**config.mk**
```make
export PLATFORM = sky130hd
export DESIGN_NAME = ex_unit
export DESIGN_NICKNAME = d
export VERILOG_FILES = /design/src/rtl/ex_unit.sv
export SDC_FILE = /design/constraint.sdc
export NUM_CORES = 1
export LEC_CHECK = 0
export ABC_AREA = 1
export CAP_MARGIN = 20
export CORE_ASPECT_RATIO = 1.75
export CORE_MARGIN = 1
export CORE_UTILIZATION = 56
export CTS_CLUSTER_SIZE = 14
export DETAILED_ROUTE_END_ITERATION = 10
export GPL_TIMING_DRIVEN = 1
export PLACE_DENSITY = 0.84
export SLEW_MARGIN = 25
export SYNTH_ARGS = -nofsm -noshare
export SYNTH_HDL_FRONTEND = slang
export SYNTH_SLANG_ARGS = --single-unit
```
**constraint.sdc**
```tcl
create_clock -name clk -period 8.65 [get_ports clk]
set_clock_uncertainty 0.15 [all_clocks]
set_input_delay 1.73 -clock clk [delete_from_list [all_inputs] [get_ports clk]]
set_output_delay 1.73 -clock clk [all_outputs]
set_load 0.05 [all_outputs]
```
**src/rtl/ex_unit.sv**
```systemverilog
// Execute stage: single-cycle logic/shift/arith ops plus a 32-cycle restoring
// divider that writes HI/LO and holds upstream through stall_o while it runs.
module ex_unit #(
  parameter int DATA_W     = 32,
  parameter int DIV_CYCLES = 32
) (
  input  logic              clk,
  input  logic              rst,
  input  logic [7:0]        aluop_i,
  input  logic [2:0]        alusel_i,
  input  logic [DATA_W-1:0] reg1_i,
  input  logic [DATA_W-1:0] reg2_i,
  input  logic [4:0]        wd_i,
  input  logic              wreg_i,
  output logic [4:0]        wd_o,
  output logic              wreg_o,
  output logic [DATA_W-1:0] wdata_o,
  output logic              whilo_o,
  output logic [DATA_W-1:0] hi_o,
  output logic [DATA_W-1:0] lo_o,
  output logic              stall_o
);

  localparam logic [7:0] OP_AND  = 8'b0010_0100, OP_OR   = 8'b0010_0101,
                         OP_XOR  = 8'b0010_0110, OP_NOR  = 8'b0010_0111,
                         OP_SLL  = 8'b0111_1100, OP_SRL  = 8'b0000_0010,
                         OP_SRA  = 8'b0000_0011, OP_ADD  = 8'b0010_0000,
                         OP_ADDU = 8'b0010_0001, OP_SUB  = 8'b0010_0010,
                         OP_SUBU = 8'b0010_0011, OP_SLT  = 8'b0010_1010,
                         OP_SLTU = 8'b0010_1011, OP_DIV  = 8'b0001_1010,
                         OP_DIVU = 8'b0001_1011;

  localparam logic [2:0] SEL_LOGIC = 3'b001, SEL_SHIFT = 3'b010, SEL_ARITH = 3'b100;

  localparam logic [DATA_W-1:0] ONE      = 1;
  localparam logic [5:0]        CNT_LAST = 6'(DIV_CYCLES - 1);

  typedef enum logic [1:0] {IDLE, DIV_ON, DIV_END} div_state_t;

  typedef struct packed {
    logic [4:0]        wd;
    logic              wreg;
    logic [DATA_W-1:0] wdata;
    logic              whilo;
    logic [DATA_W-1:0] hi;
    logic [DATA_W-1:0] lo;
  } ex_out_t;

  div_state_t        state, state_nxt;
  logic [5:0]        cnt;
  logic [DATA_W-1:0] dvd, dvs, rem;
  logic              neg_q, neg_r;
  logic              div_stall;
  ex_out_t           out_q, out_d;

  // ---------------- single-cycle datapath
  logic [DATA_W-1:0] logic_res, shift_res, arith_res, sel_res;
  logic [DATA_W-1:0] sum, neg2, diff;
  logic              add_ov, sub_ov, ov;
  logic [4:0]        sh;

  assign sh     = reg1_i[4:0];
  assign sum    = reg1_i + reg2_i;
  assign neg2   = ~reg2_i + ONE;
  assign diff   = reg1_i + neg2;
  assign add_ov = (reg1_i[DATA_W-1] == reg2_i[DATA_W-1]) && (sum[DATA_W-1] != reg1_i[DATA_W-1]);
  assign sub_ov = (reg1_i[DATA_W-1] == neg2[DATA_W-1]) && (diff[DATA_W-1] != reg1_i[DATA_W-1]);
  assign ov     = ((aluop_i == OP_ADD) && add_ov) || ((aluop_i == OP_SUB) && sub_ov);

  always_comb begin
    logic_res = '0;
    shift_res = '0;
    arith_res = '0;
    case (aluop_i)
      OP_AND:  logic_res = reg1_i & reg2_i;
      OP_OR:   logic_res = reg1_i | reg2_i;
      OP_XOR:  logic_res = reg1_i ^ reg2_i;
      OP_NOR:  logic_res = ~(reg1_i | reg2_i);
      OP_SLL:  shift_res = reg2_i << sh;
      OP_SRL:  shift_res = reg2_i >> sh;
      OP_SRA:  shift_res = $signed(reg2_i) >>> sh;
      OP_ADD, OP_ADDU: arith_res = sum;
      OP_SUB, OP_SUBU: arith_res = diff;
      OP_SLT:  arith_res = ($signed(reg1_i) < $signed(reg2_i)) ? ONE : '0;
      OP_SLTU: arith_res = (reg1_i < reg2_i) ? ONE : '0;
      default: ;
    endcase
  end

  always_comb begin
    sel_res = '0;
    case (alusel_i)
      SEL_LOGIC: sel_res = logic_res;
      SEL_SHIFT: sel_res = shift_res;
      SEL_ARITH: sel_res = arith_res;
      default:   ;
    endcase
  end

  // ---------------- divider FSM
  logic              is_div, is_sdiv;
  logic [DATA_W-1:0] abs1, abs2, q_fin, r_fin;
  logic [DATA_W:0]   trial;

  assign is_sdiv = (aluop_i == OP_DIV);
  assign is_div  = is_sdiv || (aluop_i == OP_DIVU);
  assign abs1    = (is_sdiv && reg1_i[DATA_W-1]) ? (~reg1_i + ONE) : reg1_i;
  assign abs2    = (is_sdiv && reg2_i[DATA_W-1]) ? (~reg2_i + ONE) : reg2_i;
  // Borrow out of the trial subtraction means the partial remainder is smaller.
  assign trial   = {rem, dvd[DATA_W-1]} - {1'b0, dvs};
  assign q_fin   = neg_q ? (~dvd + ONE) : dvd;
  assign r_fin   = neg_r ? (~rem + ONE) : rem;

  always_comb begin
    state_nxt = state;
    div_stall = 1'b0;
    case (state)
      IDLE: if (is_div) begin
        div_stall = 1'b1;
        state_nxt = (reg2_i == '0) ? DIV_END : DIV_ON;
      end
      DIV_ON: begin
        div_stall = 1'b1;
        if (cnt == CNT_LAST) state_nxt = DIV_END;
      end
      DIV_END: state_nxt = IDLE;
      default: state_nxt = IDLE;
    endcase
  end

  // Reset must drop stall immediately even if a div op sits on the inputs.
  assign stall_o = div_stall && !rst;

  always_ff @(posedge clk or posedge rst) begin
    if (rst) begin
      state <= IDLE;
      cnt   <= '0;
      dvd   <= '0;
      dvs   <= '0;
      rem   <= '0;
      neg_q <= 1'b0;
      neg_r <= 1'b0;
    end else begin
      state <= state_nxt;
      if (state == IDLE && is_div) begin
        cnt <= '0;
        rem <= '0;
        if (reg2_i == '0) begin
          dvd   <= '0;
          dvs   <= '0;
          neg_q <= 1'b0;
          neg_r <= 1'b0;
        end else begin
          dvd   <= abs1;
          dvs   <= abs2;
          neg_q <= is_sdiv && (reg1_i[DATA_W-1] ^ reg2_i[DATA_W-1]);
          neg_r <= is_sdiv && reg1_i[DATA_W-1];
        end
      end else if (state == DIV_ON) begin
        cnt <= cnt + 6'd1;
        if (!trial[DATA_W]) begin
          rem <= trial[DATA_W-1:0];
          dvd <= {dvd[DATA_W-2:0], 1'b1};
        end else begin
          rem <= {rem[DATA_W-2:0], dvd[DATA_W-1]};
          dvd <= {dvd[DATA_W-2:0], 1'b0};
        end
      end
    end
  end

  // ---------------- output register
  always_comb begin
    out_d = out_q;
    if (div_stall) begin
      out_d.wd    = '0;
      out_d.wreg  = 1'b0;
      out_d.wdata = '0;
      out_d.whilo = 1'b0;
    end else if (state == DIV_END) begin
      out_d.wd    = wd_i;
      out_d.wreg  = 1'b0;
      out_d.wdata = '0;
      out_d.whilo = 1'b1;
      out_d.hi    = r_fin;
      out_d.lo    = q_fin;
    end else begin
      out_d.wd    = wd_i;
      out_d.wreg  = wreg_i && !ov;
      out_d.wdata = sel_res;
      out_d.whilo = 1'b0;
    end
  end

  always_ff @(posedge clk or posedge rst) begin
    if (rst) out_q <= '0;
    else     out_q <= out_d;
  end

  assign wd_o    = out_q.wd;
  assign wreg_o  = out_q.wreg;
  assign wdata_o = out_q.wdata;
  assign whilo_o = out_q.whilo;
  assign hi_o    = out_q.hi;
  assign lo_o    = out_q.lo;

endmodule

```
==> out/metrics.csv, run 1 <==
metric,value,unit
status,did not finish,
failing_step,global routing,
error_line,[ERROR GRT-0116] Global routing finished with congestion. Check the congestion regions in the DRC Viewer.,
grt_pass1_wl,202000,µm
netlist-cell-type-count,59,
h-tree-depth,1,
dp_hpwl,96600,µm
synthTopCellsByArea,"dfrtp_1, nand2_1, nand3_1, ha_1, inv_1",
clock-sinks,209,
synthCells,4188,
cts_buffer_depth,3,
ios,187,
clk_root_buffer_cell,clkbuf_16,
grt_pass1_vias,32227,
yosysMostFrequentCell,nand2_1,
numPortBuffers,186,
grtUsageTotal,60.5,%
synthesis.area,0.0247,mm²
overflow,19,
ys_ff_latch,209,
cts_setup_buffers,0,
grt_max_degree,137,
synth-async-reset-ratio,100,%
core.rowCount,101,
ys.flop_type,dfrtp_1,
syn_area_per_cell,5.90,µm²
yosys_warnings,0,
place_ws,2430,ps
syn-num-nets,4445,
ys_top_cells_by_count,"nand2_1, inv_1, nand3_1",
place_inst,4833,
cts_hold_buf,0,
synth_edf_count,0,
cts_buffers,22,
fp.dieW,161,µm
gp_congestion,1.23,
start_util,56.9,%
netlist.area_leader.share,21.2,%
seq_area_frac_synth,21.2,%
cts_resized,0,
die_h,280,µm
synth_top_cell_by_area,dfrtp_1,
==> kinds of logic after synthesis <==
| family | Yosys count | share of synthesized area [%] |
|---|---|---|
| and+or+nand+nor | 2386 | 41.0 |
| adders and majority gates | 174 | 8.90 |
| xor gates and xnor gates | 110 | 3.90 |
| AOI/OAI and AO/OA | 645 | 14.3 |
| DFF | 209 | 21.2 |
| buffers and inverters | 662 | 10.6 |
| muxes | 2 | 0.0810 |
==> per-stage QoR <==
stage / hold slack [ps] / utilization, % / area [µm²]
2_1_floorplan: 299 / - / 24700
3_3_place_gp: 312 / 61.8 / 26900
3_5_place_dp: 315 / 61.8 / 26900
4_1_cts: 332 / 63.4 / 27500
==> routing by layer <==
metal | GRT overflow | global-route usage (%)
met4 | 8 | 70.6
met3 | 1 | 26.0
met2 | 10 | 90.1
met1 | 0 | 58.4
met5 | 0 | 0
==> run 2: changes to the inputs <==
Settings changed: CORE_ASPECT_RATIO 1.75 to default, CORE_UTILIZATION 56 to 40, CTS_CLUSTER_SIZE 14 to default, PLACE_DENSITY 0.84 to default, PLACE_DENSITY_LB_ADDON from default to 0.15.
==> out/metrics.csv, run 2 <==
metric,value,unit
clk_root_buffer_cell,clkbuf_16,
top_layer_used,met5,
worst_setup_path_end_kind,primary output,
intPower,2.51,mW
yosys_warnings,0,
synth_xor_area_share,3.90,%
layout_commonest_cell,nand2_1,
powerDensity,164,mW/mm²
finalCritPeriodShare,74.6,%
antenna_found_initial,3,
ys.flop_type,dfrtp_1,
synth_top_cell_by_area,dfrtp_1,
fin_nets,4559,
clockPowerShare,27.1,%
synth_edf_count,0,
post-route-drc-count,0,
worst_pin_slew,1290,ps
p_leak,14.3,nW
p_switching,2.12,mW
worstPathMaxFanout,49,
ant_nets,0,
ir_drop,0.174,mV
relSlewSlack,13.3,%
synth_top_family_by_area,simple AND/OR/NAND/NOR gates,
startpoint_type,primary input,
drt_wl_total,119000,µm
synthAdderAreaFrac,8.90,%
synthMuxAreaShare,0.0810,%
hold_class,reg2reg,
die_h,251,µm
cts_resized,0,
drv_slew,0,
synth-async-reset-ratio,100,%
status,completed,
criticalPathCategory,in2out,
cts_buffers,28,
cp.arrival,4570,ps
gp_congestion,1.09,
sw_frac_of_total,45.8,%
synthSimpleGateAreaFrac,41.0,%
overflow,0,
dr_wl_met2,49400,µm
seqPwrFrac,29.4,%
stdcell_count,5106,
final_cell_mix,"nand2_1, nand3_1, inv_1, nor2_1, o21ai_0",
comb_power_share,43.5,%
clock-sinks,209,
synthTopCellsByArea,"dfrtp_1, nand2_1, nand3_1, ha_1, inv_1",
fmax,0.155,GHz
ios,187,
grt_pass1_vias,26485,
dp_hpwl,95100,µm
drt_first_iter_violations,3406,
m1WireLength,50800,µm
wl_per_cell,23.2,µm
rsz0062_at_grt,false,
num_vias,29140,
grt_pass1_wl,174000,µm
hold_violations,0,
cts_tree,yes,
synthesis.area,0.0247,mm²
layout-drive-gt1-share,3.65,%
cts_buffer_depth,3,
drv_cap,0,
dr.pass1.iters,8,
fp.dieW,251,µm
coreArea,0.0607,mm²
area_delta_synth_final,14.0,%
syn-num-nets,4445,
clk_latency,600,ps
n_antenna_cell,0,
fin_crit,6450,ps
start_util,40.7,%
synthCells,4188,
cts_setup_buffers,0,
netlist-cell-type-count,59,
syn_area_per_cell,5.90,µm²
setup_viol,0,
setup_tns,0,ps
core.rowCount,90,
total_power,4.63,mW
yosysMostFrequentCell,nand2_1,
netlist.area_leader.share,21.2,%
ys_ff_latch,209,
numPortBuffers,186,
dieArea,0.0628,mm²
cts_hold_buf,0,
place_inst,5054,
crit_required,6770,ps
seq_area_frac_synth,21.2,%
grtUsageTotal,37.0,%
cts.clk_slew.worst_paths,50,ps
routed-wl-met3,10900,µm
viasPerCell,5.71,
h-tree-depth,1,
ys_top_cells_by_count,"nand2_1, inv_1, nand3_1",
grt_max_degree,142,
synth-compound-area-share,14.3,%
run 2: cell counts after synthesis:
Identical to the previous run, type by type.
run 2: final cells by class:
| type | count | area (µm²) |
|---|---|---|
| repair buffers | 222 | 2130 |
| fillers | 6704 | 32500 |
| clock inverters | 14 | 208 |
| clock buffers | 38 | 768 |
| flip-flops and latches | 209 | 5230 |
| inverters | 524 | 1980 |
| multi-input cells | 3317 | 16900 |
| well taps | 782 | 978 |
run 2: stage by stage:
step / setup slack (ps) / hold WS [ps] / utilization, % / cell area, µm²
after floorplan: 1060 / 299 / - / 24700
after global placement: 2280 / 315 / 44.8 / 27200
after detailed placement: 2270 / 316 / 44.8 / 27200
after CTS: 2260 / 332 / 46.4 / 28200
after global routing: 2130 / 353 / 46.4 / 28200
final: 2200 / 326 / 46.4 / 28200
run 2: path summary, 6_finish.rpt:
kind	startpoint	cells past startpoint	endpoint	slack, ps
worst min register to register	lo_o[19]$_DFFE_PP0P_	2	lo_o[19]$_DFFE_PP0P_	330
worst max register to register	dvd[31]$_DFFE_PP0N_	16	rem[0]$_DFFE_PP0N_	5140
worst min-delay path	lo_o[19]$_DFFE_PP0P_	2	lo_o[19]$_DFFE_PP0P_	330
worst max-delay path	aluop_i[1]	9	stall_o	2200
max in group asynchronous	rst	3	wdata_o[6]$_DFF_PP0_	5540
min in group asynchronous	rst	2	dvd[0]$_DFFE_PP0N_	1560
run 2: logic make-up after synthesis:
| kind of cell | after synthesis |
|---|---|
| AOI/OAI and AO/OA | 645 |
| xor gates and xnor gates | 110 |
| adders and majority gates | 174 |
| buffers and inverters | 662 |
| DFF | 209 |
| muxes | 2 |
| and+or+nand+nor | 2386 |
run 2: worst max-delay path, cell delays in order:
cell and delay [ps]:
clkdlybuf4s50_1 690, nand3_4 180, nor2_2 390, inv_2 100, nor2_4 130, nor2_4 30
buf_4 320, nor2_1 150, clkdlybuf4s50_1 810
run 2: power by group through the flow:
stage               Clock, mW  Combinational [mW]  Sequential (mW)
floorplan                   0                1.40             1.27
global placement            0                1.96             1.36
detailed placement          0                1.96             1.37
CTS                      1.27                1.97             1.35
global route             1.31                2.24             1.38
finish                   1.25                2.01             1.36
run 2: per-layer routing:
layer  vias up  global-route usage (%)
met5         -                       0
met4         4                    20.4
met3       279                    5.47
met2      1525                    55.0
met1     13455                    51.2
li1      13877                       -
Power figures use the tool's default switching activity.
==> run 3: changes to the inputs <==
Clock period 8.65 ns to 5.6 ns, I/O delays scaled along.
==> out/metrics.csv, run 3 (synthesis results as in run 2) <==
metric,value,unit
layout_commonest_cell,nand2_1,
viasPerCell,5.69,
nFillCells,6617,
final_cell_mix,"nand2_1, nand3_1, inv_1, nor2_1, o21ai_0",
p_leak,14.7,nW
m1WireLength,52000,µm
die_h,251,µm
finalCritPeriodShare,88.9,%
cts_hold_buf,0,
coreArea,0.0607,mm²
criticalPathCategory,in2reg,
grt_pass1_vias,27350,
grt_pass1_wl,179000,µm
cts_setup_buffers,0,
cp.arrival,5370,ps
worstPathMaxFanout,6,
fin_crit,4980,ps
ant_nets,0,
clock-sinks,209,
cts_buffer_depth,3,
dr_wl_met2,49800,µm
powerDensity,252,mW/mm²
dp_hpwl,98400,µm
num_vias,29547,
crit_required,5990,ps
setup_viol,0,
overflow,0,
grt_max_degree,124,
gp_congestion,1.13,
hold_violations,0,
crit_slowest_cell,clkdlybuf4s50_1,
layout-drive-gt1-share,5.54,%
drv_cap,0,
fmax,0.201,GHz
placed_area,0.0278,mm²
total_power,7.28,mW
cts_tree,yes,
setup_tns,0,ps
clk_root_buffer_cell,clkbuf_16,
cts_buffers,29,
crit_top_cell,nand2_1,
ir_drop,0.276,mV
ios,187,
cp_cell_sequence,"clkdlybuf4s50_1, nor2_1, nand2_1, nor4_1, buf_4, nand2_1, xor2_1, inv_1, ha_1, nand2_1, nand2_1, a21oi_1, and2_1, nand2_1, nand2_1, nand2_1, nand2_1, nand3_1, nand2_1, nand2_1, a21oi_2",
startpoint_type,primary input,
start_util,40.7,%
dr.pass1.iters,6,
post-route-drc-count,0,
worst_setup_path_end_kind,flop,
core.rowCount,90,
hold_class,reg2reg,
fin_nets,4641,
status,completed,
dieArea,0.0628,mm²
multi_input_area,0.0169,mm²
drt_wl_total,122000,µm
seq_area,0.00523,mm²
top_layer_used,met5,
routed-wl-met3,11300,µm
cts.clk_slew.worst_paths,70,ps
wl_per_cell,23.6,µm
relSlewSlack,33.7,%
h-tree-depth,1,
cts_resized,0,
clk_latency,610,ps
drt_first_iter_violations,3489,
finish.instance_area,0.0289,mm²
drv_slew,0,
grtUsageTotal,38.2,%
numPortBuffers,186,
worst_pin_slew,995,ps
area_delta_synth_final,16.7,%
fp.dieW,251,µm
cpPeakStageDelay,580,ps
rsz0062_at_grt,false,
antenna_found_initial,6,
==> run 3: cell count changes in the layout (fill, tap and decap cells not counted), moves of 2 or more <==
cell        before  now
buf_4           35  116
clkbuf_1         7    4
clkinvlp_4       2    5
buf_12           0    2
clkinv_8         2    0
==> run 3: area by class of cell <==
| cell class | instances | area share [%] |
|---|---|---|
| Multi-Input combinational cell | 3317 | 58.5 |
| Tap cell | 782 | 3.39 |
| Sequential cell | 209 | 18.1 |
| Antenna cell | 1 | 0.00867 |
| Clock inverter | 17 | 0.889 |
| Timing Repair Buffer | 303 | 9.54 |
| Inverter | 524 | 6.84 |
| Clock buffer | 36 | 2.71 |
==> run 3: worst max-delay path, delay by kind of cell <==
family | cells | cell delay [ps]
xor+xnor | 1 | 540
fa+ha+maj | 1 | 370
compound gates | 2 | 550
buf+inv | 3 | 890
simple gates | 14 | 1890
==> run 3: layer usage <==
layer | global-route usage, % | vias up
li1 | - | 14061
met1 | 52.1 | 13534
met2 | 55.9 | 1571
met3 | 6.13 | 375
met4 | 24.2 | 6
met5 | 0 | -
==> run 3: through the flow <==
step	worst slack (ps)	std cells	util (%)	hold slack [ps]
finish	620	5189	47.6	327
global route	556	5188	47.5	344
global placement	133	5135	45.8	313
floorplan	1610	4188	-	299
detailed placement	214	5135	45.8	317
CTS	818	5188	47.5	333
==> run 3: where the power goes <==
group          internal [mW]  leakage [nW]  switching (mW)
Sequential              1.72          2.56           0.375
Clock                   1.23         0.496           0.819
Combinational           1.03          11.7            2.11
==> run 3: worst paths after layout <==
path	startpoint	end	slack (ps)	cells past startpoint
max	reg2_i[2]	wdata_o[18]$_DFF_PP0_	620	21
min	hi_o[25]$_DFFE_PP0P_	hi_o[25]$_DFFE_PP0P_	330	2
max reg2reg	dvd[31]$_DFFE_PP0N_	rem[23]$_DFFE_PP0N_	1830	18
min reg2reg	hi_o[25]$_DFFE_PP0P_	hi_o[25]$_DFFE_PP0P_	330	2
max in group asynchronous	rst	wdata_o[5]$_DFF_PP0_	3250	4
min in group asynchronous	rst	lo_o[1]$_DFFE_PP0P_	960	3
